$ cat src/rtl/arpeggiator_n.sv
// N-key arpeggiator: plays held keys one at a time in up/down/up-down order, or bypasses key_on.
// Outputs are combinational from state registers and live key_on; steps last countermax+1 cycles.
module arpeggiator_n #(
    parameter int NUM_KEYS = 8,
    parameter int CNT_W    = 16
) (
    input  logic                        CLK,
    input  logic                        RESET,
    input  logic                        Enable,
    input  logic [NUM_KEYS-1:0]         key_on,
    input  logic [CNT_W-1:0]            countermax,
    input  logic [CNT_W-1:0]            gate_len,
    input  logic [1:0]                  mode,
    output logic [NUM_KEYS-1:0]         note_on,
    output logic [$clog2(NUM_KEYS)-1:0] cur_key,
    output logic                        step_pulse
);
    localparam int IDX_W = $clog2(NUM_KEYS);

    typedef enum logic [1:0] {ST_RST, ST_BYPASS, ST_IDLE, ST_PLAY} state_t;

    state_t             state_q, state_d;
    logic [IDX_W-1:0]   cur_q, cur_d;
    logic [CNT_W-1:0]   counter_q, counter_d;
    logic               dir_q, dir_d;

    logic [IDX_W-1:0]   lo_idx, hi_idx, up_idx, dn_idx, nxt_idx, entry_idx;
    logic               up_fnd, dn_fnd, nxt_dir, any_key, step_end;
    logic [NUM_KEYS-1:0] cur_oh;

    // Priority search over held keys relative to the current key.
    always_comb begin
        lo_idx = '0;
        hi_idx = '0;
        up_idx = '0;
        dn_idx = '0;
        up_fnd = 1'b0;
        dn_fnd = 1'b0;
        for (int i = NUM_KEYS - 1; i >= 0; i--) begin
            if (key_on[i]) begin
                lo_idx = IDX_W'(i);
                if (i > int'(cur_q)) begin
                    up_idx = IDX_W'(i);
                    up_fnd = 1'b1;
                end
            end
        end
        for (int i = 0; i < NUM_KEYS; i++) begin
            if (key_on[i]) begin
                hi_idx = IDX_W'(i);
                if (i < int'(cur_q)) begin
                    dn_idx = IDX_W'(i);
                    dn_fnd = 1'b1;
                end
            end
        end
    end

    always_comb begin
        nxt_idx = up_fnd ? up_idx : lo_idx;
        nxt_dir = 1'b0;
        case (mode)
            2'b01: nxt_idx = dn_fnd ? dn_idx : hi_idx;
            2'b10: begin
                // Bounce at the ends: flip direction rather than replay the endpoint.
                nxt_idx = cur_q;
                nxt_dir = dir_q;
                if (!dir_q) begin
                    if (up_fnd)      begin nxt_idx = up_idx; nxt_dir = 1'b0; end
                    else if (dn_fnd) begin nxt_idx = dn_idx; nxt_dir = 1'b1; end
                end else begin
                    if (dn_fnd)      begin nxt_idx = dn_idx; nxt_dir = 1'b1; end
                    else if (up_fnd) begin nxt_idx = up_idx; nxt_dir = 1'b0; end
                end
            end
            default: ;
        endcase
    end

    assign entry_idx = (mode == 2'b01) ? hi_idx : lo_idx;
    assign any_key   = |key_on;
    assign cur_oh    = {{(NUM_KEYS-1){1'b0}}, 1'b1} << cur_q;
    assign step_end  = (counter_q >= countermax) || !key_on[cur_q];

    always_comb begin
        state_d    = state_q;
        cur_d      = cur_q;
        counter_d  = counter_q;
        dir_d      = dir_q;
        note_on    = '0;
        cur_key    = cur_q;
        step_pulse = 1'b0;
        case (state_q)
            ST_RST: begin
                cur_key = '0;
                state_d = ST_BYPASS;
            end
            ST_BYPASS: begin
                note_on = key_on;
                if (Enable) begin
                    if (any_key) begin
                        state_d   = ST_PLAY;
                        cur_d     = entry_idx;
                        counter_d = '0;
                        dir_d     = 1'b0;
                    end else begin
                        state_d = ST_IDLE;
                    end
                end
            end
            ST_IDLE: begin
                if (any_key) begin
                    state_d   = ST_PLAY;
                    cur_d     = entry_idx;
                    counter_d = '0;
                    dir_d     = 1'b0;
                end
            end
            default: begin
                if (counter_q <= gate_len) note_on = cur_oh & key_on;
                step_pulse = (counter_q == '0);
                if (!any_key) begin
                    state_d   = ST_IDLE;
                    counter_d = '0;
                end else if (step_end) begin
                    cur_d     = nxt_idx;
                    dir_d     = nxt_dir;
                    counter_d = '0;
                end else begin
                    counter_d = counter_q + CNT_W'(1);
                end
            end
        endcase
        if (state_q != ST_RST && !Enable) begin
            state_d   = ST_BYPASS;
            cur_d     = cur_q;
            dir_d     = dir_q;
            counter_d = '0;
        end
    end

    always_ff @(posedge CLK) begin
        if (RESET) begin
            state_q   <= ST_RST;
            cur_q     <= '0;
            counter_q <= '0;
            dir_q     <= 1'b0;
        end else begin
            state_q   <= state_d;
            cur_q     <= cur_d;
            counter_q <= counter_d;
            dir_q     <= dir_d;
        end
    end
endmodule

$ cat config.mk
export PLATFORM = sky130hd
export DESIGN_NAME = arpeggiator_n
export DESIGN_NICKNAME = d
export VERILOG_FILES = /design/src/rtl/arpeggiator_n.sv
export SDC_FILE = /design/constraint.sdc
export NUM_CORES = 1
export LEC_CHECK = 0
export ABC_AREA = 0
export CORE_ASPECT_RATIO = 0.6
export CORE_UTILIZATION = 50
export DETAILED_ROUTE_END_ITERATION = 8
export PLACE_DENSITY = 0.84
export SLEW_MARGIN = 20
export SYNTH_ARGS = -nofsm -noshare
export SYNTH_HDL_FRONTEND = slang
export SYNTH_SLANG_ARGS = --single-unit
$ cat constraint.sdc
create_clock -name CLK -period 3.9 [get_ports CLK]
set_input_delay 0.975 -clock CLK [delete_from_list [all_inputs] [get_ports CLK]]
set_output_delay 0.975 -clock CLK [all_outputs]
set_load 0.01 [all_outputs]
==> results.cfg, run 1 <==
[drt]
ant_nets = 0
routedWlPerCell_um = 18.2
vias = 3439
drt_iter0_markers = 343
wl_um = 9990
drc_errors = 0
vias_per_cell = 6.28
drt_first_pass_iters = 5

[timing]
hold-worst-slack_ps = 597
slew_viol_final = 0
fmax_ghz = 0.261
period_share = 0.982
slew_headroom = 0.252
grt_setup_unrepaired = false
worstMarginPinSlew_ps = 1120
hold_viol_final = 0
skew_ps = 4.15
period_minus_slack_ps = 3830
final-setup-viol-count = 0

[clock_network]
cts_buffer_depth = 2
clkTransAtPathRegs_ps = 80
cts_tree = done
cts_sinks = 22
cts_buffers = 3
hold_buffers = 0
htree_levels = 1
clock-root-buffer = clkbuf_8
clk_latency_ps = 270

[setup_path]
crit_type = in2out
rr_startpoint = counter_q[0]
reg2regPathDepth = 11
cp-end-kind = output port
cp-startpoint = gate_len[15]
critPathRequiredTime_ps = 2920
worstPathMaxFanout = 4
cp-start-kind = input pin
cp.arrival_ps = 2850

[power_and_ir_drop]
power_density_mw_per_mm2 = 379
peakVddDrop_mv = 0.347
leakage_nw = 1.92

[hold_path]
worstHoldStart = dir_q
hold_depth = 2
hp-class = reg2reg

[cells_and_area]
final_cell_mix = 40 x inv_1, 34 x clkdlybuf4s50_1, 27 x ha_1
final_area_mm2 = 0.00408
n_fill_cell = 454
drive_gt1_frac = 0.222
diodes = 0
areaGrowthSynthToFinish_pct = 31.4
final_common_cell = inv_1
final_nets = 556

[synthesis]
syn_area_per_cell_um2 = 7.62
netlist_instances = 407
synth_nets = 493
synth_top_flop_cell = dfxtp_1
synth-seq-cells = 22
synthArstFlopShare = 0
yosysWarnings = 0
synth_edf_count = 0
ys_types = 69
netlist_area_mm2 = 0.00310
ys_seq_area_frac = 0.142

[job]
cap_viol_max_count = 0

[floorplan]
die-area_mm2 = 0.00653
num_rows = 21
io_pins = 57
die_y_um = 63.0
core_mm2 = 0.00578
fp.dieW_um = 104
start_util = 0.536

[placement]
numPortBuffers = 56
dpl_cell_area_mm2 = 0.00380
dp_hpwl_um = 7040
gp_congestion = 0.920

[grt]
track_usage = 0.306
grt_pass1_wl_um = 16000
grt_max_degree = 30
grt-ovfl-total = 0
grt_pass1_vias = 3216
antenna_found_initial = 0

[run_status]
outcome = finished, final reports clean
area by class of cell:
cell class                      instances  area, um2  share of cell area
Inverter                               54        203              0.0497
Clock buffer                            3       41.3              0.0101
Multi-Input combinational cell        311       2600               0.638
Sequential cell                        22        440               0.108
Tap cell                               80        100              0.0246
Timing Repair Buffer                   78        691               0.169
what timing repair did:
action,in CTS,in global routing
resized for setup,124,4
endpoints found under the hold margin,0,0
endpoints found under the setup margin,8,8
setup buffers,5,1
pin swaps,30,9
flip-flops by register name (all words and copies together) (netlist names):
register,count
counter_q,16
state_q,2
dir_q,1
cur_q,3
path summary, 6_finish.rpt:
check / end / slack (ps)
worst min-delay path: dir_q / 600
worst max register to register: counter_q[15] / 1040
worst min register to register: dir_q / 600
worst max-delay path: note_on[6] / 70
worst max-delay path, stage by stage:
cell             delay [ps]
clkdlybuf4s50_1         460
inv_1                    60
ha_1                    310
a211oi_1                320
o21ai_2                 130
o41ai_4                  80
buf_4                   200
a22o_1                  120
clkdlybuf4s15_2         210
where the power goes:
part / leakage [nW] / total [mW] / internal, mW / switching, mW
Clock: 0.0216 / 0.150 / 0.0693 / 0.0805
Sequential: 0.178 / 0.313 / 0.249 / 0.0633
Combinational: 1.72 / 1.08 / 0.448 / 0.633
Total: 1.92 / 1.54 / 0.766 / 0.777
logic make-up after synthesis:
| group | after synthesis | synth area share |
|---|---|---|
| simple gates | 131 | 0.230 |
| compound gates | 134 | 0.346 |
| flops | 22 | 0.142 |
| fa+ha+maj | 41 | 0.165 |
| buf+inv | 74 | 0.0993 |
| mux | 5 | 0.0169 |
cells in the mapped netlist (8+ instances only):
library cell / instances / share of area
nand2_1: 22 / 0.027
a21o_1: 11 / 0.027
o21ai_0: 15 / 0.024
ha_1: 41 / 0.17
buf_2: 9 / 0.015
dfxtp_1: 22 / 0.14
o211ai_1: 12 / 0.029
nor2b_1: 21 / 0.042
inv_1: 53 / 0.064
and3_1: 8 / 0.016
o211a_1: 14 / 0.045
a21oi_1: 17 / 0.027
nor3_1: 13 / 0.021
nor2_1: 25 / 0.030
layer usage:
metal  vias to the layer above  wire (um)  global-route usage
met5                         -          0                   0
met4                         0        181              0.0804
met3                        20       1160              0.0949
met2                       205       4220               0.477
met1                      1591       4420               0.407
li1                       1623          -                   -
per-stage QoR:
step	power [mW]	setup slack [ps]	TNS, ps	std cells	utilization
after floorplan	1.04	215	0	407	-
after global placement	1.32	-727	-5660	540	0.657
after detailed placement	1.35	-794	-6040	540	0.657
after CTS	1.51	-54.2	-85.1	548	0.708
after global routing	1.64	11.8	0	548	0.705
final	1.54	70.5	0	548	0.705
No activity file was read; power rests on OpenSTA's default activity.
==> inputs of run 2 (changes only) <==
- TNS_END_PERCENT: not set -> 1
==> run 2 against run 1 <==
Compared with the run above:
- first-iteration DRC count decreased by 2.3%
- global-route usage is the same
- critical path type unchanged
- sequential share of layout area hardly changed
- clock-buffer cell count did not move
- setup slack better by 30 ps
- final cell count down 0.18%
- highest routed layer unchanged
- fmax is 0.79% higher
==> results.cfg, run 2 (synthesis gave the netlist of run 1 again) <==
[run_status]
outcome = finished, final reports clean

[grt]
grt-ovfl-total = 0
grt_pass1_vias = 3216
track_usage = 0.306
met2_usage = 0.477
grt-busiest-layer = met2
grt_use_met3 = 0.0949
use_met1 = 0.407
grt_max_degree = 30
grt_pass1_wl_um = 16000
antenna_found_initial = 0

[floorplan]
start_util = 0.536
num_rows = 21
io_pins = 57
fp.dieW_um = 104
die_y_um = 63.0
core_mm2 = 0.00578
die-area_mm2 = 0.00653

[timing]
period_share = 0.974
slew_viol_final = 0
final-setup-viol-count = 0
layout_setup_ws_ps = 101
skew_ps = 3.29
period_minus_slack_ps = 3800
hold_viol_final = 0
grt_setup_unrepaired = true
slew_headroom = 0.259
fmax_ghz = 0.263
worstMarginPinSlew_ps = 1110

[hold_path]
hp-class = reg2reg
worstHoldStart = dir_q
hold_depth = 2
whs_endpoint = dir_q

[clock_network]
clkTransAtPathRegs_ps = 80
cts_sinks = 22
clock-root-buffer = clkbuf_8
htree_levels = 1
clk_latency_ps = 270
cts_buffers = 3
cts_buffer_depth = 2
hold_buffers = 0
cts_tree = done

[placement]
place_ws_ps = -794
gp_congestion = 0.920
numPortBuffers = 56
dp_hpwl_um = 7040

[setup_path]
cp-startpoint = gate_len[12]
cp-end-kind = output port
crit_type = in2out
worstPathMaxFanout = 4
r2r_end = counter_q[15]
critPathRequiredTime_ps = 2920
reg2regPathDepth = 11
rr_startpoint = counter_q[0]
cp.arrival_ps = 2820
cp-start-kind = input pin
reg2reg_slack_ps = 1040

[drt]
drt_iter0_markers = 335
vias = 3418
ant_nets = 0
vias_per_cell = 6.25
routedWlPerCell_um = 18.2
drc_errors = 0
drt_first_pass_iters = 4
wl_um = 9960

[cells_and_area]
biggestRegsByFlops = counter_q x16, cur_q x3, state_q x2
finish.utilization = 0.702
drive_gt1_frac = 0.221
final_nets = 555
final_cell_mix = 40 x inv_1, 34 x clkdlybuf4s50_1, 27 x ha_1
areaGrowthSynthToFinish_pct = 30.9
largest_register_ff_count = 16
diodes = 0
regMostFlops = counter_q
final_common_cell = inv_1

[job]
cap_viol_max_count = 0

[power_and_ir_drop]
leakage_nw = 1.92
peakVddDrop_mv = 0.348
power_density_mw_per_mm2 = 378
-- run 2: changes by cell type in the layout (fill, tap and decap cells not counted), sizes merged --
cell / previous run / this run
clkdlybuf4s15: 6 / 5
-- run 2: critical path, stage by stage --
cell,delay [ps]
clkdlybuf4s15_2,190
inv_2,40
ha_4,270
nand2_4,50
nor2_4,140
nand2_2,70
buf_4,150
o41ai_4,470
buf_4,220
a22o_1,130
buf_2,130
-- run 2: repair_timing --
| action | 4_1_cts | 5_1_grt |
|---|---|---|
| resized for setup | 125 | 4 |
| setup buffers | 5 | 1 |
| pin swaps | 29 | 7 |
| setup endpoints to repair | 8 | 8 |
-- run 2: per-stage QoR --
step / cell area, um2 / instances / power (mW) / hold slack, ps / TNS, ps
after floorplan: 3100 / 407 / 1.04 / 539 / 0
after global placement: 3800 / 540 / 1.32 / 565 / -5660
after detailed placement: 3800 / 540 / 1.35 / 592 / -6040
after CTS: 4090 / 548 / 1.51 / 605 / -59.5
after global routing: 4060 / 547 / 1.63 / 658 / 0
final: 4060 / 547 / 1.53 / 598 / 0
-- run 2: cell type report --
| cell class | instances | area [um2] |
|---|---|---|
| clock buffers | 3 | 41.3 |
| fillers | 458 | 1720 |
| inverters | 54 | 203 |
| multi-input cells | 311 | 2600 |
| flip-flops and latches | 22 | 440 |
| well taps | 80 | 100 |
| repair buffers | 77 | 673 |
-- run 2: metal layers --
metal / vias up / share of wire / routed length (um)
met4: 0 / 0.014 / 135
met5: - / 0 / 0
met3: 14 / 0.11 / 1150
met2: 196 / 0.43 / 4250
met1: 1586 / 0.44 / 4430
li1: 1622 / - / -
-- run 2: worst max path at each step --
stage | to | slack, ps | cells after the start
6_report | note_on[2] | 100 | 11
4_1_cts | note_on[5] | -50 | 15
5_1_grt | note_on[2] | 20 | 11
3_3_place_gp | note_on[0] | -730 | 13
2_1_floorplan | note_on[0] | 210 | 7
3_5_place_dp | note_on[5] | -790 | 13
-- run 2: power by group --
part           internal [mW]  switching [mW]  leakage [nW]
combinational          0.441           0.631          1.72
sequential             0.249          0.0627         0.178
clock                 0.0693          0.0804        0.0216
total                  0.760           0.774          1.92
==> inputs of run 3 (changes only) <==
- CTS_CLUSTER_SIZE: not set -> 8
- RECOVER_POWER: not set -> 100
- TNS_END_PERCENT: 1 -> 100
==> run 3 against run 2 <==
Compared with the run above:
- fmax fell by 0.64%
- clock skew rose by 2.8 ps
- first-iteration DRC count increased by 12%
- critical path type unchanged
- critical endpoint is now note_on[6]
- largest cell class unchanged
==> results.cfg, run 3 (synthesis gave the netlist of run 1 again) <==
[run_status]
outcome = finished, final reports clean

[timing]
hold_viol_final = 0
skew_ps = 6.09
period_share = 0.981
slew_headroom = 0.255
worstMarginPinSlew_ps = 1120
fmax_ghz = 0.262
period_minus_slack_ps = 3820
final-setup-viol-count = 0
slew_viol_final = 0
grt_setup_unrepaired = false

[grt]
grt_pass1_wl_um = 16000
grt-ovfl-total = 0
antenna_found_initial = 0
grt_max_degree = 30
grt_pass1_vias = 3216
track_usage = 0.306

[drt]
drc_errors = 0
vias_per_cell = 6.27
vias = 3438
wl_um = 9990
drt_first_pass_iters = 6
drt_iter0_markers = 375
routedWlPerCell_um = 18.2
ant_nets = 0

[cells_and_area]
n_fill_cell = 459
diodes = 0
largest_register_ff_count = 16
layout.cells.non_filler = 548
regMostFlops = counter_q
final_cell_mix = 40 x inv_1, 30 x clkdlybuf4s50_1, 27 x ha_1
seqCellArea_um2 = 440
biggestRegsByFlops = counter_q x16, cur_q x3, state_q x2
final_common_cell = inv_1
multi_input_area_mm2 = 0.00257
final_area_mm2 = 0.00404
areaGrowthSynthToFinish_pct = 30.1
drive_gt1_frac = 0.209
final_nets = 556

[power_and_ir_drop]
peakVddDrop_mv = 0.347
leakage_nw = 1.90
power_density_mw_per_mm2 = 374

[setup_path]
cp_slowest_stage_delay_ps = 460
reg2regPathDepth = 8
worstPathMaxFanout = 4
cp_slowest_cell = clkdlybuf4s50_1
cp_cell_sequence = clkdlybuf4s50_1, inv_1, ha_1, a211oi_1, o21ai_2, o41ai_4, buf_4, a22o_1, clkdlybuf4s15_2
cp-end-kind = output port
cp.arrival_ps = 2850
crit_type = in2out
cp-start-kind = input pin
critPathRequiredTime_ps = 2920
reg2reg_slack_ps = 920

[floorplan]
start_util = 0.536
io_pins = 57
core_mm2 = 0.00578
die-area_mm2 = 0.00653
num_rows = 21
fp.dieW_um = 104
die_y_um = 63.0

[clock_network]
cts_tree = done
cts_buffers = 3
cts_sinks = 22
clock-root-buffer = clkbuf_8
cts_buffer_depth = 2
clk_latency_ps = 270
clkTransAtPathRegs_ps = 80
htree_levels = 1

[placement]
dp_hpwl_um = 7040
placed_cells = 540
numPortBuffers = 56
dpl_cell_area_mm2 = 0.00380
gp_congestion = 0.920

[hold_path]
hold_depth = 2
hp-class = reg2reg

[job]
cap_viol_max_count = 0
==> run 3: cell count changes in the layout (fill, tap and decap cells not counted), moves of 3 or more <==
cell,previous run,this run
buf_2,9,6
clkbuf_1,0,3
dlygate4sd3_1,0,4
clkdlybuf4s50_1,34,30
==> run 3: cell type report <==
cell class                 instances  share of cell area
multi-input combinational        311               0.636
inverter                          54              0.0502
sequential                        22               0.109
clock buffer                       3              0.0102
timing repair buffer              78               0.170
tap                               80              0.0248
==> run 3: routing by layer <==
| layer | vias to the layer above | GRT usage | share of wire |
|---|---|---|---|
| li1 | 1625 | - | - |
| met1 | 1609 | 0.407 | 0.45 |
| met2 | 188 | 0.477 | 0.43 |
| met3 | 16 | 0.0949 | 0.11 |
| met4 | 0 | 0.0804 | 0.015 |
| met5 | - | 0 | 0 |
==> run 3: where the power goes <==
part / switching, mW / total [mW] / internal [mW]
Combinational: 0.622 / 1.05 / 0.429
Sequential: 0.0618 / 0.311 / 0.249
Clock: 0.0776 / 0.147 / 0.0693
Total: 0.761 / 1.51 / 0.747
==> run 3: stage by stage <==
step | power [mW] | hold WS, ps | setup slack, ps | utilization | TNS [ps]
2_1_floorplan | 1.04 | 539 | 215 | - | 0
3_3_place_gp | 1.32 | 565 | -727 | 0.657 | -5660
3_5_place_dp | 1.35 | 592 | -794 | 0.657 | -6040
4_1_cts | 1.51 | 605 | -54.2 | 0.708 | -85.1
5_1_grt | 1.61 | 658 | 11.8 | 0.698 | 0
6_report | 1.51 | 598 | 75.9 | 0.698 | 0
==> run 3: path summary, 6_finish.rpt <==
kind | startpoint | end
min reg2reg | dir_q | dir_q
min | dir_q | dir_q
max reg2reg | cur_q[0] | cur_q[1]
max | gate_len[15] | note_on[6]
==> run 3: what timing repair did <==
item	4_1_cts	5_1_grt
endpoints found under the setup margin	8	8
setup buffers	5	1
hold buffers	0	0
pin swaps	30	9
gates resized for setup	124	4
hold endpoints to repair	0	0
==> run 3: critical path, delay by kind of cell <==
family / cells / cell delay [ps]
AO/OA/AOI/OAI: 4 / 630
adder cells (fa/ha/maj): 1 / 300
buffers and inverters: 4 / 930
